<file path="config.mk">
export PLATFORM = sky130hd
export DESIGN_NAME = uart_rx
export DESIGN_NICKNAME = d
export VERILOG_FILES = /design/src/rtl/uart_rx.sv
export SDC_FILE = /design/constraint.sdc
export NUM_CORES = 1
export LEC_CHECK = 0
export CORE_ASPECT_RATIO = 0.6
export CORE_MARGIN = 1.5
export CORE_UTILIZATION = 25
export DETAILED_ROUTE_END_ITERATION = 8
export GPL_ROUTABILITY_DRIVEN = 0
export PLACE_DENSITY = 0.38
export REMOVE_ABC_BUFFERS = 1
export SLEW_MARGIN = 25
export SYNTH_ARGS = -nofsm -noshare
export SYNTH_HDL_FRONTEND = slang
export SYNTH_SLANG_ARGS = --single-unit
</file>
<file path="constraint.sdc">
create_clock -name clk -period 4.7 [get_ports clk]
set_input_delay 1.41 -clock clk [delete_from_list [all_inputs] [get_ports clk]]
set_output_delay 1.41 -clock clk [all_outputs]
set_load 0.01 [all_outputs]
</file>
<file path="src/rtl/uart_rx.sv">
// UART receiver: 2-flop synchroniser, start-bit validation, mid-bit sampling, optional even parity.
// Define UART_RX_MAJORITY_VOTE_EN to decide each bit by a 2-of-3 vote around the sample point.
module uart_rx #(
   parameter int PAYLOAD_BITS = 8,
   parameter int STOP_BITS    = 1,
   parameter int PARITY_EN    = 1,
   parameter int BAUD_RATE    = 115_200,
   parameter int CLK_FREQ     = 8_000_000
) (
   input  logic                    clk,
   input  logic                    rx_reset_n,
   input  logic                    rx_serial,
   output logic [PAYLOAD_BITS-1:0] rx_data,
   output logic                    rx_valid,
   output logic                    rx_parity_err,
   output logic                    rx_frame_err,
   output logic                    rx_busy
);

   localparam int CLKS_PER_BIT = CLK_FREQ / BAUD_RATE;
   localparam int MID          = (CLKS_PER_BIT - 1) / 2;
   localparam int IDX_W        = (PAYLOAD_BITS > 1) ? $clog2(PAYLOAD_BITS) : 1;
   localparam int STOP_W       = (STOP_BITS > 1) ? $clog2(STOP_BITS) : 1;

`ifdef UART_RX_MAJORITY_VOTE_EN
   // Decision lands one count after the centre sample, so the counter needs one extra value.
   localparam int CNT_W   = $clog2(CLKS_PER_BIT + 1);
   localparam int N_START = MID + 1;
   localparam int N_BIT   = CLKS_PER_BIT;
   localparam int RELOAD  = 1;
`else
   localparam int CNT_W   = $clog2(CLKS_PER_BIT);
   localparam int N_START = MID;
   localparam int N_BIT   = CLKS_PER_BIT - 1;
   localparam int RELOAD  = 0;
`endif

   typedef enum logic [2:0] {
      S_IDLE   = 3'd0,
      S_START  = 3'd1,
      S_DATA   = 3'd2,
      S_PARITY = 3'd3,
      S_STOP   = 3'd4
   } state_t;

   state_t                  state_q;
   logic                    sync1_q, rxs_q, prev_q;
   logic [CNT_W-1:0]        cnt_q;
   logic [IDX_W-1:0]        idx_q;
   logic [STOP_W-1:0]       stop_q;
   logic [PAYLOAD_BITS-1:0] shift_q;
   logic                    perr_q, ferr_q;
   logic [PAYLOAD_BITS-1:0] data_q;
   logic                    valid_q, perr_out_q, ferr_out_q, busy_q;
   logic                    fall;
   logic                    sample_bit;

   always_ff @(posedge clk or negedge rx_reset_n) begin
      if (!rx_reset_n) begin
         sync1_q <= 1'b1;
         rxs_q   <= 1'b1;
         prev_q  <= 1'b1;
      end else begin
         sync1_q <= rx_serial;
         rxs_q   <= sync1_q;
         prev_q  <= rxs_q;
      end
   end

   assign fall = prev_q & ~rxs_q;

`ifdef UART_RX_MAJORITY_VOTE_EN
   logic [1:0] vote_q;

   always_ff @(posedge clk or negedge rx_reset_n) begin
      if (!rx_reset_n) begin
         vote_q <= 2'b11;
      end else begin
         vote_q <= {vote_q[0], rxs_q};
      end
   end

   assign sample_bit = (vote_q[1] & vote_q[0]) | (vote_q[1] & rxs_q) | (vote_q[0] & rxs_q);
`else
   assign sample_bit = rxs_q;
`endif

   always_ff @(posedge clk or negedge rx_reset_n) begin
      if (!rx_reset_n) begin
         state_q    <= S_IDLE;
         cnt_q      <= '0;
         idx_q      <= '0;
         stop_q     <= '0;
         shift_q    <= '0;
         perr_q     <= 1'b0;
         ferr_q     <= 1'b0;
         data_q     <= '0;
         valid_q    <= 1'b0;
         perr_out_q <= 1'b0;
         ferr_out_q <= 1'b0;
         busy_q     <= 1'b0;
      end else begin
         valid_q <= 1'b0;
         case (state_q)
            S_IDLE: begin
               if (fall) begin
                  state_q <= S_START;
                  busy_q  <= 1'b1;
                  cnt_q   <= '0;
               end
            end
            S_START: begin
               if (cnt_q == CNT_W'(N_START)) begin
                  if (!sample_bit) begin
                     state_q <= S_DATA;
                     cnt_q   <= CNT_W'(RELOAD);
                     idx_q   <= '0;
                     perr_q  <= 1'b0;
                     ferr_q  <= 1'b0;
                  end else begin
                     state_q <= S_IDLE;
                     busy_q  <= 1'b0;
                  end
               end else begin
                  cnt_q <= cnt_q + 1'b1;
               end
            end
            S_DATA: begin
               if (cnt_q == CNT_W'(N_BIT)) begin
                  shift_q[idx_q] <= sample_bit;
                  cnt_q          <= CNT_W'(RELOAD);
                  if (idx_q == IDX_W'(PAYLOAD_BITS - 1)) begin
                     stop_q  <= '0;
                     state_q <= (PARITY_EN != 0) ? S_PARITY : S_STOP;
                  end else begin
                     idx_q <= idx_q + 1'b1;
                  end
               end else begin
                  cnt_q <= cnt_q + 1'b1;
               end
            end
            S_PARITY: begin
               if (cnt_q == CNT_W'(N_BIT)) begin
                  perr_q  <= sample_bit ^ (^shift_q);
                  cnt_q   <= CNT_W'(RELOAD);
                  state_q <= S_STOP;
               end else begin
                  cnt_q <= cnt_q + 1'b1;
               end
            end
            S_STOP: begin
               if (cnt_q == CNT_W'(N_BIT)) begin
                  cnt_q <= CNT_W'(RELOAD);
                  if (!sample_bit) begin
                     ferr_q <= 1'b1;
                  end
                  // Leave at mid-stop so an immediately following start edge is caught.
                  if (stop_q == STOP_W'(STOP_BITS - 1)) begin
                     state_q    <= S_IDLE;
                     busy_q     <= 1'b0;
                     valid_q    <= 1'b1;
                     data_q     <= shift_q;
                     perr_out_q <= (PARITY_EN != 0) ? perr_q : 1'b0;
                     ferr_out_q <= ferr_q | ~sample_bit;
                     stop_q     <= '0;
                  end else begin
                     stop_q <= stop_q + 1'b1;
                  end
               end else begin
                  cnt_q <= cnt_q + 1'b1;
               end
            end
            default: begin
               state_q <= S_IDLE;
               busy_q  <= 1'b0;
            end
         endcase
      end
   end

   assign rx_data       = data_q;
   assign rx_valid      = valid_q;
   assign rx_parity_err = perr_out_q;
   assign rx_frame_err  = ferr_out_q;
   assign rx_busy       = busy_q;

endmodule

</file>
==> impl_metrics.env, run 1 <==
export IMPL_crit_path_top_delay_cell="clkdlybuf4s50_1"
export IMPL_crit_chain="clkdlybuf4s50_1"
export IMPL_synth_adder_area_share_pct=3.28
export IMPL_row_count=24
export IMPL_finalSetupViolations=0
export IMPL_critPathLaunch="rx_busy"
export IMPL_critical_path_class="reg2out"
export IMPL_cp_required_ps=3290
export IMPL_layout_area_seq_sq_um=955
export IMPL_final_util_pct=31.2
export IMPL_slowest_delay_ps=540
export IMPL_tightest_slew_ps=764
export IMPL_start_kind="flip-flop"
export IMPL_chipHeight_um=70.7
export IMPL_fmax_mhz=385
export IMPL_placed_cells=283
export IMPL_final_nets=195
export IMPL_dp_hpwl_mm=2.69
export IMPL_post_cts_buffers=0
export IMPL_finalSetupTns_ps=0
export IMPL_cts_clk_slew_worst_paths_ps=50
export IMPL_multi_input_area_sq_um=878
export IMPL_timing_rr_start="cnt_q[0]"
export IMPL_slew_headroom_pct=48.7
export IMPL_ys_ff_latch=38
export IMPL_synthCells=174
export IMPL_crit_path_max_fanout=3
export IMPL_first_iter_violations=72
export IMPL_p_int_w=0.000674
export IMPL_period_needed_ps=2600
export IMPL_drive_gt1_share_pct=21.3
export IMPL_yosysTopAreaCell="dfrtp_1"
export IMPL_worst_slack_ps=2100
export IMPL_ys_types=44
export IMPL_crit_family="buffers and inverters"
export IMPL_ios=15
export IMPL_drtPass1Iterations=4
export IMPL_wl_per_cell_um=13.6
export IMPL_hp_class="reg2reg"
export IMPL_synth_seq_area_share_pct=50.0
export IMPL_dpl_worst_slack_ps=2160
export IMPL_n_fill_cell=780
export IMPL_dieArea_sq_mm=0.00818
export IMPL_hold_viol=0
export IMPL_synth_avg_cell_area_sq_um=11.0
export IMPL_end_kind="output port"
export IMPL_synth_compound_area_share_pct=11.8
export IMPL_finClkSkew_ps=2.11
export IMPL_cts_resized=0
export IMPL_design_core_area_sq_mm=0.00733
export IMPL_pwr_share_seq_pct=43.1
export IMPL_r2r_setup_slack_ps=2320
export IMPL_dr_total_vias=1294
export IMPL_finalCritPeriodShare_pct=55.2
export IMPL_final_max_slew_violation_count=0
export IMPL_clock_latency_ps=280
export IMPL_arrival_ps=1190
export IMPL_cts_tree="built"
export IMPL_grt_pass1_wl_mm=6.78
export IMPL_instances_no_fill=292
export IMPL_cts_buffers=5
export IMPL_hp_start="sync1_q"
export IMPL_syn_area_sq_mm=0.00191
export IMPL_synth_xor_area_share_pct=3.67
export IMPL_antenna_cells=0
export IMPL_finalPower_w=0.000982
export IMPL_status="completed"
export IMPL_clock_sinks=38
export IMPL_power_density_mw_per_mm2=429
export IMPL_antenna_left=0
export IMPL_syn_to_final_growth_pct=19.9
export IMPL_portBuffers=14
export IMPL_synth_top_family_by_area="simple AND/OR/NAND/NOR gates"
export IMPL_switchingPower_w=0.000308
export IMPL_swShare_pct=31.3
export IMPL_hold_buffers=0
export IMPL_drc=0
export IMPL_htree_levels=2
export IMPL_synth_area_leaders="dfrtp_1 46%, mux2_2 11%, dfstp_2 4.1%"
export IMPL_yosysMostFrequentCell="dfrtp_1"
export IMPL_max_cap_violations=0
export IMPL_gr_total_overflow=0
export IMPL_synth_edff_count=0
export IMPL_power_leakage_nw=1.02
export IMPL_yosys_area_top_type_share_pct=45.9
export IMPL_grt_max_degree=39
export IMPL_root_buffer="clkbuf_16"
export IMPL_synth_common_cells="35 x dfrtp_1, 19 x mux2_2, 14 x nand2_1"
export IMPL_pwr_share_clk_pct=34.1
export IMPL_synth_flop_cell="dfrtp_1"
export IMPL_grt_pass1_vias=1344
export IMPL_ys_warn_count=0
export IMPL_muxShareOfSynthArea_pct=11.2
export IMPL_via_per_inst=4.43
export IMPL_clockBufferDepth=2
export IMPL_grt_usage_pct=10.9
export IMPL_ir_drop_mv=0.134
export IMPL_async_flop_share_pct=100
export IMPL_wirelength_mm=3.97
export IMPL_die_w_um=116
export IMPL_rsz0062_at_grt="no"
export IMPL_combPwrFrac_pct=22.9
export IMPL_crit_buf_inv=1
export IMPL_antenna_found_initial=0
export IMPL_yosys_area_share_simple_pct=16.1
export IMPL_initial_core_util_pct=26.0
[kinds of logic (layout without fill, tap and decap cells)]
family / Yosys count / count (layout)
muxes: 19 / 19
AOI/OAI and AO/OA: 35 / 35
buffers and inverters: 15 / 29
DFF: 38 / 38
and+or+nand+nor: 54 / 54
xor gates and xnor gates: 8 / 8
adders and majority gates: 5 / 5
[cell type report]
class / instances / area share, %
Multi-Input combinational cell: 121 / 38.4
Tap cell: 104 / 5.69
Inverter: 6 / 0.985
Clock buffer: 8 / 6.40
Timing Repair Buffer: 15 / 6.78
Sequential cell: 38 / 41.7
[power groups by stage]
| stage | sequential [W] | combinational (W) | clock, W |
|---|---|---|---|
| after global placement | 0.000425 | 0.000218 | 0 |
| after global routing | 0.000431 | 0.000256 | 0.000368 |
| after CTS | 0.000422 | 0.000226 | 0.000350 |
| after floorplan | 0.000412 | 0.000170 | 0 |
| after detailed placement | 0.000428 | 0.000223 | 0 |
| final | 0.000423 | 0.000225 | 0.000334 |
[path summary, 6_finish.rpt]
path	endpoint	cells after the start
max in group asynchronous	prev_q	2
max reg2reg	idx_q[2]	7
min in group asynchronous	rx_data[0]	1
max	rx_busy	1
min	rxs_q	0
min reg2reg	rxs_q	0
[registers in the layout (all words and copies together), names as in the netlist, 3 cells and up]
name and flops:
rx_data 8, state_q 3, idx_q 3, cnt_q 7, shift_q 8
[routing by layer]
metal  vias to the layer above  track usage, %  share of wire (%)
li1                        640               -                  -
met1                       626            16.2                 55
met2                        23            15.0                 40
met3                         5            3.08                4.0
met4                         0            3.79                1.2
met5                         -               0                  0
[placed cells by master (no fill, tap or decap), types with 5 or more instances in the layout]
cell type	count
inv_1	6
o21ai_0	11
clkbuf_16	5
nand2_1	14
nor2_1	10
mux2_2	19
xnor2_1	7
nand3_1	6
dfrtp_1	35
clkdlybuf4s50_1	13
ha_1	5
a21oi_1	5
[through the flow]
stage,area (sq um),hold WS [ps]
2_1_floorplan,1860,345
3_3_place_gp,2120,349
3_5_place_dp,2120,353
4_1_cts,2270,361
5_1_grt,2290,361
6_report,2290,358
No activity file was read; power rests on OpenSTA's default activity.
==> run 2, diff against run 1 <==
--- a/config.mk
+++ b/config.mk
@@ -10,7 +10,7 @@
 export CORE_UTILIZATION = 25
 export DETAILED_ROUTE_END_ITERATION = 8
 export GPL_ROUTABILITY_DRIVEN = 0
-export PLACE_DENSITY = 0.38
+export PLACE_DENSITY = 0.39
 export REMOVE_ABC_BUFFERS = 1
 export SLEW_MARGIN = 25
 export SYNTH_ARGS = -nofsm -noshare
==> constraint.sdc (replaced) <==
create_clock -name clk -period 2.3 [get_ports clk]
set_input_delay 0.69 -clock clk [delete_from_list [all_inputs] [get_ports clk]]
set_output_delay 0.69 -clock clk [all_outputs]
set_load 0.01 [all_outputs]
==> run 2 against run 1 <==
- first-iteration DRC count increased by 44%
- clock skew hardly changed
- final cell count rose by 2.4%
- critical path depth is 5 higher
- global-route usage is essentially flat
- wire length up 0.18%
- sequential share of layout area decreased by 0.76 points
- count of clock-buffer cells in the layout decreased by 3
- cell area increased by 1.9%
- flip-flop and latch count unchanged
- largest power group unchanged
==> impl_metrics.env, run 2 (synthesized netlist as in run 1, its figures left out) <==
export IMPL_status="completed"
export IMPL_grt_pass1_wl_mm=6.83
export IMPL_hp_class="reg2reg"
export IMPL_cts_tree="built"
export IMPL_pwr_share_clk_pct=31.8
export IMPL_design_core_area_sq_mm=0.00733
export IMPL_critPathLaunch="cnt_q[0]"
export IMPL_finalSetupTns_ps=0
export IMPL_cp_required_ps=2490
export IMPL_tightest_slew_ps=504
export IMPL_layout_area_seq_sq_um=955
export IMPL_wirelength_mm=3.98
export IMPL_cts_buffers=5
export IMPL_via_per_inst=4.48
export IMPL_slowest_delay_ps=480
export IMPL_max_cap_violations=0
export IMPL_finClkSkew_ps=2.57
export IMPL_fmax_mhz=475
export IMPL_antenna_cells=0
export IMPL_combPwrFrac_pct=26.2
export IMPL_grt_usage_pct=10.9
export IMPL_crit_path_top_delay_cell="or4b_4"
export IMPL_ios=15
export IMPL_chipHeight_um=70.7
export IMPL_period_needed_ps=2100
export IMPL_power_density_mw_per_mm2=863
export IMPL_end_kind="flip-flop"
export IMPL_multi_input_area_sq_um=885
export IMPL_timing_rr_start="cnt_q[0]"
export IMPL_hold_viol=0
export IMPL_start_kind="flip-flop"
export IMPL_htree_levels=2
export IMPL_power_leakage_nw=1.06
export IMPL_final_max_slew_violation_count=0
export IMPL_instances_no_fill=299
export IMPL_ir_drop_mv=0.266
export IMPL_dr_total_vias=1340
export IMPL_wl_per_cell_um=13.3
export IMPL_die_w_um=116
export IMPL_slew_headroom_pct=66.4
export IMPL_r2r_setup_slack_ps=200
export IMPL_finalSetupViolations=0
export IMPL_crit_buf_inv=1
export IMPL_clockBufferDepth=2
export IMPL_final_area_sq_mm=0.00233
export IMPL_final_common_cell="dfrtp_1"
export IMPL_gr_total_overflow=0
export IMPL_switchingPower_w=0.000637
export IMPL_drc=0
export IMPL_initial_core_util_pct=26.0
export IMPL_crit_path_max_fanout=5
export IMPL_p_int_w=0.00137
export IMPL_drive_gt1_share_pct=25.6
export IMPL_syn_to_final_growth_pct=22.1
export IMPL_crit_chain="inv_1 > ha_1 > or4b_4 > or3_4 > a211o_1 > a31oi_1"
export IMPL_dp_hpwl_mm=2.86
export IMPL_root_buffer="clkbuf_16"
export IMPL_critical_path_class="reg2reg"
export IMPL_mostFrequentLayoutCells="35 x dfrtp_1, 19 x mux2_2, 14 x nand2_1, 13 x clkdlybuf4s50_1, 11 x o21ai_0"
export IMPL_antenna_left=0
export IMPL_portBuffers=14
export IMPL_first_iter_violations=104
export IMPL_clock_latency_ps=270
export IMPL_swShare_pct=31.7
export IMPL_post_cts_buffers=0
export IMPL_drtPass1Iterations=4
export IMPL_grt_pass1_vias=1372
export IMPL_clock_sinks=38
export IMPL_pwr_share_seq_pct=41.9
export IMPL_crit_family="simple AND/OR/NAND/NOR gates"
export IMPL_cts_clk_slew_worst_paths_ps=50
export IMPL_place_area_sq_mm=0.00219
export IMPL_final_nets=203
export IMPL_rsz0062_at_grt="no"
export IMPL_row_count=24
export IMPL_hp_start="sync1_q"
export IMPL_grt_max_degree=39
export IMPL_finalPower_w=0.00201
export IMPL_placed_cells=292
export IMPL_antenna_found_initial=0
export IMPL_arrival_ps=2300
export IMPL_n_fill_cell=753
export IMPL_dieArea_sq_mm=0.00818
export IMPL_finalCritPeriodShare_pct=91.5
run 2: cell types whose count changed in the layout (fill, tap and decap cells not counted), sizes merged:
cell and change:
clkinv +2, clkbuf -3, buf +8
run 2: metal layers:
layer  up-vias  track usage (%)  share of wire (%)  routed length [um]
li1        656                -                  -                   -
met1       653             17.0                 56                2220
met2        24             13.9                 39                1540
met3         7             3.51                4.5                 179
met4         0             3.39                1.2                  46
met5         -                0                  0                   0
run 2: worst reg2reg max path: stages, from the launching register on:
cell and delay (ps):
dfrtp_1 410, inv_1 90, ha_1 130, or4b_4 480
or3_4 350, a211o_1 370, a31oi_1 190
run 2: what timing repair did:
| action | 4_1_cts | 5_1_grt |
|---|---|---|
| hold buffers | 0 | 0 |
| resized for setup | 0 | 2 |
| endpoints found under the setup margin | 0 | 3 |
run 2: power groups by stage:
stage / Clock (W) / Sequential, W / Combinational (W)
finish: 0.000640 / 0.000843 / 0.000527
global route: 0.000703 / 0.000855 / 0.000600
CTS: 0.000664 / 0.000839 / 0.000522
detailed placement: 0 / 0.000849 / 0.000519
global placement: 0 / 0.000851 / 0.000509
floorplan: 0 / 0.000842 / 0.000348
run 2: area by class of cell:
| cell class | count | area share (%) |
|---|---|---|
| Sequential cell | 38 | 41.0 |
| Multi-Input combinational cell | 121 | 38.0 |
| Timing Repair Buffer | 23 | 8.70 |
| Tap cell | 104 | 5.59 |
| Clock buffer | 5 | 5.37 |
| Inverter | 6 | 0.967 |
| Clock inverter | 2 | 0.430 |
run 2: final timing paths:
kind                            cells past startpoint        to
worst max-delay path                                6  cnt_q[6]
worst min-delay path                                0     rxs_q
worst max register to register                      6  cnt_q[6]
worst min register to register                      0     rxs_q
max in group asynchronous                           2   sync1_q
min in group asynchronous                           2  rx_valid
run 2: metrics by stage:
stage / utilization, % / hold slack, ps / worst slack [ps]
after floorplan: - / 345 / 202
after global placement: 29.9 / 346 / 115
after detailed placement: 29.9 / 355 / 91.2
after CTS: 31.7 / 363 / 77.7
after global routing: 31.8 / 366 / 69.4
final: 31.8 / 361 / 196
